--- src/rtl/source_config.sv ---
// Shared command-word definitions for the network_source input path:
// opcode encoding, word width and arbiter state type.
package source_config;

  localparam int SRC_WIDTH = 32;
  localparam int OPC_WIDTH = 3;
  localparam int NUM_OPS   = 5;

  typedef enum logic [OPC_WIDTH-1:0] {
    OPC_NOP      = 3'd0,
    OPC_SPK      = 3'd1,
    OPC_SPK_PRDC = 3'd2,
    OPC_RUN      = 3'd3,
    OPC_CLR      = 3'd4
  } opcode_t;

  typedef enum logic {
    ARB_IDLE   = 1'b0,
    ARB_LOCKED = 1'b1
  } arb_state_t;

  // Opcodes that open a spike transaction.
  function automatic logic is_spike(input logic [OPC_WIDTH-1:0] opc);
    return (opc == OPC_SPK) || (opc == OPC_SPK_PRDC);
  endfunction

  // Opcodes that close a spike transaction.
  function automatic logic is_term(input logic [OPC_WIDTH-1:0] opc);
    return (opc == OPC_RUN) || (opc == OPC_CLR);
  endfunction

endpackage

--- src/rtl/rr_pick.sv ---
// Combinational round-robin first-one search: returns the first set bit of req
// starting at ptr and wrapping modulo N.
module rr_pick #(
  parameter int N  = 2,
  parameter int IW = (N > 1) ? $clog2(N) : 1
) (
  input  logic [N-1:0]  req,
  input  logic [IW-1:0] ptr,
  output logic [IW-1:0] idx,
  output logic          any
);

  // Scan from the farthest offset down so the nearest request to ptr wins.
  always_comb begin
    idx = '0;
    any = 1'b0;
    for (int k = N - 1; k >= 0; k--) begin
      int j;
      j = int'(ptr) + k;
      if (j >= N) begin
        j = j - N;
      end else begin
        j = j;
      end
      if (req[j]) begin
        idx = IW'(j);
        any = 1'b1;
      end else begin
        any = any;
      end
    end
  end

endmodule

--- src/rtl/dispatch_arbiter.sv ---
// Round-robin merge of NUM_REQ host command streams into one registered src
// stream, keeping SPK/SPK_PRDC ... RUN/CLR transactions atomic per requester.
module dispatch_arbiter
  import source_config::*;
#(
  parameter int NUM_REQ      = 2,
  parameter int SRC_W        = SRC_WIDTH,
  parameter int LOCK_TIMEOUT = 1024,
  localparam int IW          = (NUM_REQ > 1) ? $clog2(NUM_REQ) : 1,
  localparam int CW          = (LOCK_TIMEOUT > 0) ? $clog2(LOCK_TIMEOUT + 1) : 1
) (
  input  logic                clk,
  input  logic                arstn,
  input  logic [NUM_REQ-1:0]  req_valid,
  output logic [NUM_REQ-1:0]  req_ready,
  input  logic [SRC_W-1:0]    req_data [0:NUM_REQ-1],
  output logic                src_valid,
  input  logic                src_ready,
  output logic [SRC_W-1:0]    src,
  output logic [IW-1:0]       owner,
  output logic                locked,
  output logic                lock_abort
);

  localparam logic [CW-1:0] TO_VAL = CW'(LOCK_TIMEOUT);

  arb_state_t           state_r, state_s;
  logic [IW-1:0]        owner_r, owner_s;
  logic [IW-1:0]        rr_ptr_r, rr_ptr_s;
  logic [CW-1:0]        cnt_r, cnt_s;
  logic [IW-1:0]        pick_idx_s, grant_s;
  logic                 pick_any_s, load_en_s, accept_s, abort_s;
  logic [OPC_WIDTH-1:0] opc_s;

  function automatic logic [IW-1:0] next_idx(input logic [IW-1:0] i);
    if (int'(i) == NUM_REQ - 1) begin
      return '0;
    end else begin
      return i + 1'b1;
    end
  endfunction

  rr_pick #(.N(NUM_REQ), .IW(IW)) u_rr_pick (
    .req (req_valid),
    .ptr (rr_ptr_r),
    .idx (pick_idx_s),
    .any (pick_any_s)
  );

  assign load_en_s = !src_valid || src_ready;
  assign grant_s   = (state_r == ARB_LOCKED) ? owner_r : pick_idx_s;
  assign accept_s  = load_en_s &&
                     ((state_r == ARB_LOCKED) ? req_valid[owner_r] : pick_any_s);
  assign opc_s     = req_data[grant_s][SRC_W-1 -: OPC_WIDTH];
  assign owner     = owner_r;
  assign locked    = (state_r == ARB_LOCKED);

  // One-hot ready towards the granted requester only.
  always_comb begin
    req_ready = '0;
    for (int i = 0; i < NUM_REQ; i++) begin
      req_ready[i] = accept_s && (grant_s == IW'(i));
    end
  end

  // Lock FSM, round-robin pointer and idle-timeout counter next state.
  always_comb begin
    state_s  = state_r;
    owner_s  = owner_r;
    rr_ptr_s = rr_ptr_r;
    cnt_s    = cnt_r;
    abort_s  = 1'b0;
    case (state_r)
      ARB_IDLE: begin
        cnt_s = '0;
        if (accept_s) begin
          owner_s = grant_s;
          if (is_spike(opc_s)) begin
            state_s = ARB_LOCKED;
          end else begin
            rr_ptr_s = next_idx(grant_s);
          end
        end else begin
          owner_s = owner_r;
        end
      end
      ARB_LOCKED: begin
        if (accept_s) begin
          cnt_s = '0;
          if (is_term(opc_s)) begin
            state_s  = ARB_IDLE;
            rr_ptr_s = next_idx(owner_r);
          end else begin
            state_s = ARB_LOCKED;
          end
        end else if ((LOCK_TIMEOUT > 0) && !req_valid[owner_r]) begin
          // A stalled owner with valid held high never counts as idle.
          if (cnt_r != TO_VAL) begin
            cnt_s = cnt_r + 1'b1;
          end else begin
            cnt_s = cnt_r;
          end
          if (cnt_s == TO_VAL) begin
            state_s  = ARB_IDLE;
            rr_ptr_s = next_idx(owner_r);
            abort_s  = 1'b1;
          end else begin
            state_s = ARB_LOCKED;
          end
        end else begin
          cnt_s = cnt_r;
        end
      end
      default: begin
        state_s = ARB_IDLE;
      end
    endcase
  end

  // Control state registers.
  always_ff @(posedge clk or negedge arstn) begin
    if (!arstn) begin
      state_r    <= ARB_IDLE;
      owner_r    <= '0;
      rr_ptr_r   <= '0;
      cnt_r      <= '0;
      lock_abort <= 1'b0;
    end else begin
      state_r    <= state_s;
      owner_r    <= owner_s;
      rr_ptr_r   <= rr_ptr_s;
      cnt_r      <= cnt_s;
      lock_abort <= abort_s;
    end
  end

  // Single output register; a new word may replace a consumed one with no bubble.
  always_ff @(posedge clk or negedge arstn) begin
    if (!arstn) begin
      src       <= '0;
      src_valid <= 1'b0;
    end else if (accept_s) begin
      src       <= req_data[grant_s];
      src_valid <= 1'b1;
    end else if (src_ready) begin
      src_valid <= 1'b0;
    end else begin
      src_valid <= src_valid;
    end
  end

endmodule

--- config.mk ---
export PLATFORM = sky130hd
export DESIGN_NAME = dispatch_arbiter
export DESIGN_NICKNAME = d
export VERILOG_FILES = /design/src/rtl/source_config.sv /design/src/rtl/rr_pick.sv /design/src/rtl/dispatch_arbiter.sv
export SDC_FILE = /design/constraint.sdc
export NUM_CORES = 1
export LEC_CHECK = 0
export ABC_AREA = 1
export BUFFER_PORTS_ARGS = -buffer_cell sky130_fd_sc_hd__buf_2
export CAP_MARGIN = 10
export CORE_MARGIN = 2
export CORE_UTILIZATION = 40
export CTS_CLUSTER_DIAMETER = 30
export CTS_CLUSTER_SIZE = 8
export DETAILED_ROUTE_END_ITERATION = 8
export GPL_TIMING_DRIVEN = 0
export HOLD_SLACK_MARGIN = 0.05
export PLACE_DENSITY = 0.75
export SLEW_MARGIN = 10
export SYNTH_ARGS = -nofsm -noshare
export SYNTH_HDL_FRONTEND = slang
export SYNTH_SLANG_ARGS = --single-unit
--- constraint.sdc ---
create_clock -name clk -period 2.26 [get_ports clk]
set_clock_uncertainty 0.15 [all_clocks]
set_input_delay 0.452 -clock clk [delete_from_list [all_inputs] [get_ports clk]]
set_output_delay 0.452 -clock clk [all_outputs]
set_load 0.03 [all_outputs]
== Word level (Yosys, flattened, before mapping) ==
Cells that the tools add are included.
Widths: inputs -> output; s select.
Word-level totals
  register bits after elaboration: 48
  input port bits: 69
Cells by class
  add/subtract/negate cells: 6
  magnitude comparators: 6
  equality and inequality tests: 11
  mux-type cells: 48
  bitwise operators: 3
  reduce and logical (&&, ||, !) cells: 10
Operators with widths (number)
  $mux 32: 5
  $mux 11: 6
  $lt 32x3->1 const B: 2
  $mux 1: 34
  $ge 32x3->1 const B: 1
  $sub 32x3->32 const B: 1
  $pmux 11 s2: 1
  $add 11x1->11 const B: 1
  $eq 11x11->1 const B: 1
  $ne 11x11->1 const B: 1
  $eq 3x2->1 const B: 2
  $reduce_and 5->1: 1
  $ne 2x2->1 const B: 2
  $pmux 1 s2: 2
  $eq 3x1->1 const B: 1
  $eq 3x3->1 const B: 1
  $logic_and 1x1->1: 3
  $logic_or 1x1->1: 3
  $ne 3x1->1 const B: 1
  $ne 3x2->1 const B: 1
  $ne 3x3->1 const B: 1
  $sub 1x2->3 const B: 1
  $add 1x1->1 const B: 2
  $add 1x1->2 const B: 1
  8 further kinds: 9

== Longest topological paths before layout ==
  depth after elaboration: 18
  mapped depth: 16
  depth with buffers taken out: 15

== Modules after synthesis ==
Synthesis repeated with hierarchy kept, for this count alone.
Unflattened totals
  cells, all modules: 347
  area total of the unflattened synthesis: 2537.4 um2
By module, submodules not included
  dispatch_arbiter: times used 1, cells an instance 343, area each 2518.7 um2, seq. area each 1201.2 um2
  rr_pick: times used 1, cells an instance 4, area each 18.8 um2, seq. area each 0.0 um2

== Least setup slack after synthesis ==
No wires, ideal clock.
  kind: register to output
  start: reg state_r, in the netlist locked
  end: out req_ready[0]
  data arrival time: 1.414 ns
  data required time: 1.658 ns
  slack: 0.244 ns
  stages on the path, launching flop included: 7
  path buffers: 3
  cell sequence: dfrtp_1 > buf_6 > nand2_1 > nand2_2 > buf_6 > nor2_1 > buf_2
Between the ends
  word-level cells in the longest chain between the ends: 3
  elaborated cells between the ends (all ways): 5
Ends and longest elaborated chain
  start, declared: RTL line dispatch_arbiter.sv:27  | arb_state_t state_r, state_s;
  start signal, assigned: RTL line dispatch_arbiter.sv:129  | state_r <= state_s;
  $mux 1, on equally long branches: RTL line dispatch_arbiter.sv:53, dispatch_arbiter.sv:51
  $logic_and 1x1->1 or $not 1->1 (tied branches): RTL line dispatch_arbiter.sv:52, dispatch_arbiter.sv:62
  $logic_and 1x1->1 *: RTL line dispatch_arbiter.sv:62  | req_ready[i] = accept_s && (grant_s == IW'(i));
  end, declared: RTL line dispatch_arbiter.sv:15  | output logic [NUM_REQ-1:0] req_ready,
Mark *: on every way between the ends. The rest lies on a longest branch, timed or not.

== Worst setup path after layout ==
  start: reg owner_r, in the netlist owner
  end: out req_ready[1]
Between the ends
  word-level cells in the longest chain between the ends: 5
  elaborated cells between the ends (all ways): 6
Ends and longest elaborated chain
  start, declared: RTL line dispatch_arbiter.sv:28  | logic [IW-1:0] owner_r, owner_s;
  start signal, assigned: RTL line dispatch_arbiter.sv:130  | owner_r <= owner_s;
  $mux 1 (implied by the code) (2 in series): RTL line dispatch_arbiter.sv:53  | ((state_r == ARB_LOCKED) ? req_valid[owner_r] : pick_any_s);
  $mux 1: RTL line dispatch_arbiter.sv:53
  $logic_and 1x1->1: RTL line dispatch_arbiter.sv:52  | assign accept_s = load_en_s &&
  $logic_and 1x1->1 *: RTL line dispatch_arbiter.sv:62
Mark *: on every way between the ends. The rest lies on a longest branch, timed or not. The select of a mux whose other input is x is not followed.

==> key figures <==
Run status
  • Status: finished clean

Clocking
  • Bufs on Longest Clock Path: 2
  • CTS Buf Count: 5
  • Num Clock Sinks: 48
  • CTS tree: built
  • Root cell of the clock tree: clkbuf_8
  • Worst skew pair latency: 310 ps
  • Clk slew on worst S/H paths: 100 ps
  • Cts hold-fix bufs: 0
  • CTS HTree Levels: 2

Timing
  • Final cycle utilization of the critical path: 97.6%
  • RSZ-0062 raised after global routing: yes
  • Slew Viols, Final: 0
  • Final min period: 2210 ps
  • Fmax: 453 MHz
  • Rel. slew slack: 30.3%
  • Setup TNS: 0 ps
  • Final setup fails: 0
  • Worst-Margin Slew: 1050 ps
  • Endpoints failing hold: 0

Synth
  • Multiplexer share of the synthesized area: 0.445%
  • Post-synthesis adder-cell area fraction: 0.989%
  • Yosys warning count: 0
  • Post-synth EDFFs: 0
  • Post-synthesis xor/xnor area fraction: 1.38%
  • Synth Area in Simple Gates: 37.0%
  • Cell variety after synth: 26
  • Compound-Gate Fraction of Synth Area: 5.39%
  • #FFs+latches synth: 48
  • Largest family of logic cells by synthesized area: simple AND/OR/NAND/NOR gates
  • Synthesized Nets: 404
  • Register area share after synthesis: 47.5%
  • Main synth FF type: dfrtp_1
  • Post-Syn Area: 2530 um^2
  • Avg Inst Size Synth: 7.60 um^2
  • Ys async rst share: 100%
  • Syn Inst Count: 333

Global route
  • First-pass GRT wire length: 10800 um
  • Initial antenna violation count: 0
  • All-Layer GR Usage: 18.9%
  • Largest net degree at the start of global routing: 49
  • GRT overflow: 0
  • Vias in the first global route: 2389

Floorplan
  • # IOs: 107
  • Initial Util: 42.0%
  • DIE AREA: 6980 um^2
  • Core ar.: 6030 um^2
  • # rows: 28
  • Die Y: 83.5 um
  • Die X: 83.5 um

Power
  • Leakage Power: 1.89 nW
  • Clk pwr share: 13.5%
  • Gate power share: 57.6%
  • Internal cell power: 2.49 mW
  • NetSw: 2.25 mW
  • Switching Fraction: 47.5%
  • Sequential power share: 28.9%
  • Max VDD drop: 0.000700 V
  • Pwr/cell area: 1380 nW/um^2
  • Design Power: 4.73 mW

Layout
  • Fillers: 547
  • Final net count: 533
  • Area of the multi-input gates: 1170 um^2
  • Area taken by flip-flops and latches: 1200 um^2
  • Share of cells above drive strength 1: 36.3%
  • Commonest non-fill, non-tap cells in the layout: nand2_1 (132), buf_2 (112), dfrtp_1 (48)
  • Final Util: 57.0%
  • Most common cell after layout, fill and taps aside: nand2_1
  • Area growth from synthesis to layout: 35.8%
  • Antenna diodes: 0

Routing
  • Final WL: 6610 um
  • First-pass iteration count of the detailed router: 4
  • Wirelength per Cell: 12.3 um
  • Remaining routing DRC violations: 0
  • Iter 0 DRT Violations: 91
  • Routed vias: 2605
  • Drt via density: 4.84
  • Detail Route Antenna Nets: 0

Setup path
  • CP Data Arrival Time: 1600 ps
  • Required @ worst endpoint: 1660 ps
  • Worst Path Max Fanout: 4
  • Flop-to-flop setup slack: 260 ps
  • Worst flop-to-flop path endpoint: rr_ptr_r
  • Worst setup EP type: output port
  • Worst setup path class: flip-flop to output port
  • Reg2Reg Depth: 15
  • R2r startpoint: locked
  • Nature of the critical path startpoint: flip-flop

Placed design
  • DPL Wire Length: 4860 um
  • Gp weighted congestion: 0.833
  • Port bufs: 106

Hold path
  • Hold/Removal Path Class: input port to async pin

Flow run
  • Max_cap viols: 0
synth_stat cells, types with 3 or more instances:
library cell,number,area (um^2)
o21ai_2,3,26.3
nor2_1,14,52.6
nand2_1,134,503
nand4_1,4,25.0
inv_1,29,109
o21ai_0,6,30.0
buf_2,10,50.1
nand2_2,9,56.3
nand3_1,45,225
xor2_1,4,35.0
dfrtp_1,48,1200
o22ai_1,6,37.5
nor3_1,3,15.0
critical path: stages, from the launching register on:
cell	delay, ps
dfrtp_1	400
nand2_1	60
o21a_1	160
inv_2	60
o21ai_4	190
inv_2	60
nand2_2	70
inv_2	40
buf_6	110
buf_6	130
power by group through the flow:
stage	registers (mW)	clock network (mW)	logic, mW
floorplan	2.00	0	1.11
global placement	1.38	0	2.40
CTS	1.37	0.653	2.62
global route	1.41	0.684	2.98
finish	1.37	0.638	2.72
detailed placement	1.39	0	2.44
logic make-up (layout without fill, tap and decap cells):
| kind of cell | count (synthesis) | in the layout |
|---|---|---|
| simple gates | 215 | 215 |
| compound gates | 21 | 21 |
| buf+inv | 42 | 172 |
| xor+xnor | 4 | 4 |
| flops | 48 | 48 |
| fa+ha+maj | 2 | 2 |
| mux | 1 | 1 |
worst max path at each step:
stage,startpoint,end
2_1_floorplan,locked,req_ready[0]
3_3_place_gp,req_valid[0],req_ready[1]
3_5_place_dp,req_valid[0],req_ready[1]
4_1_cts,owner,req_ready[1]
5_1_grt,owner,req_ready[1]
6_report,owner,req_ready[1]
layout make-up:
cell class,count,share of cell area (%)
clock buffer,5,2.00
multi-input combinational,243,34.0
timing repair buffer,122,19.2
sequential,48,35.0
clock inverter,3,1.35
tap,75,2.73
inverter,29,3.17
buffer,13,2.59
stage by stage:
step	hold WS, ps	setup slack, ps	instance area (um^2)	cells
finish	152	54.3	3430	538
global route	193	-26.6	3430	538
CTS	179	13.6	3360	529
detailed placement	320	-57.8	3150	514
global placement	312	-32.4	3150	514
floorplan	6.41	244	2530	333
sequential cells by signal, indices dropped and copies added, names as in the netlist:
name and cells:
owner 1, src 32, lock_abort 1, cnt_r 11, src_valid 1, rr_ptr_r 1
locked 1
routing by layer:
layer | GRT usage (%) | vias up | wire length (um)
met4 | 8.06 | 0 | 220
met2 | 32.0 | 89 | 3220
met1 | 23.7 | 1183 | 2800
met3 | 3.26 | 19 | 364
li1 | - | 1314 | -
met5 | 0 | - | 0
timing repair:
action                     CTS  global route
resized for setup           15             1
setup buffers                7             9
hold endpoints to repair     0             0
setup endpoints to repair    2             2
pin swaps                    1             4
No activity file was read; power rests on OpenSTA's default activity.
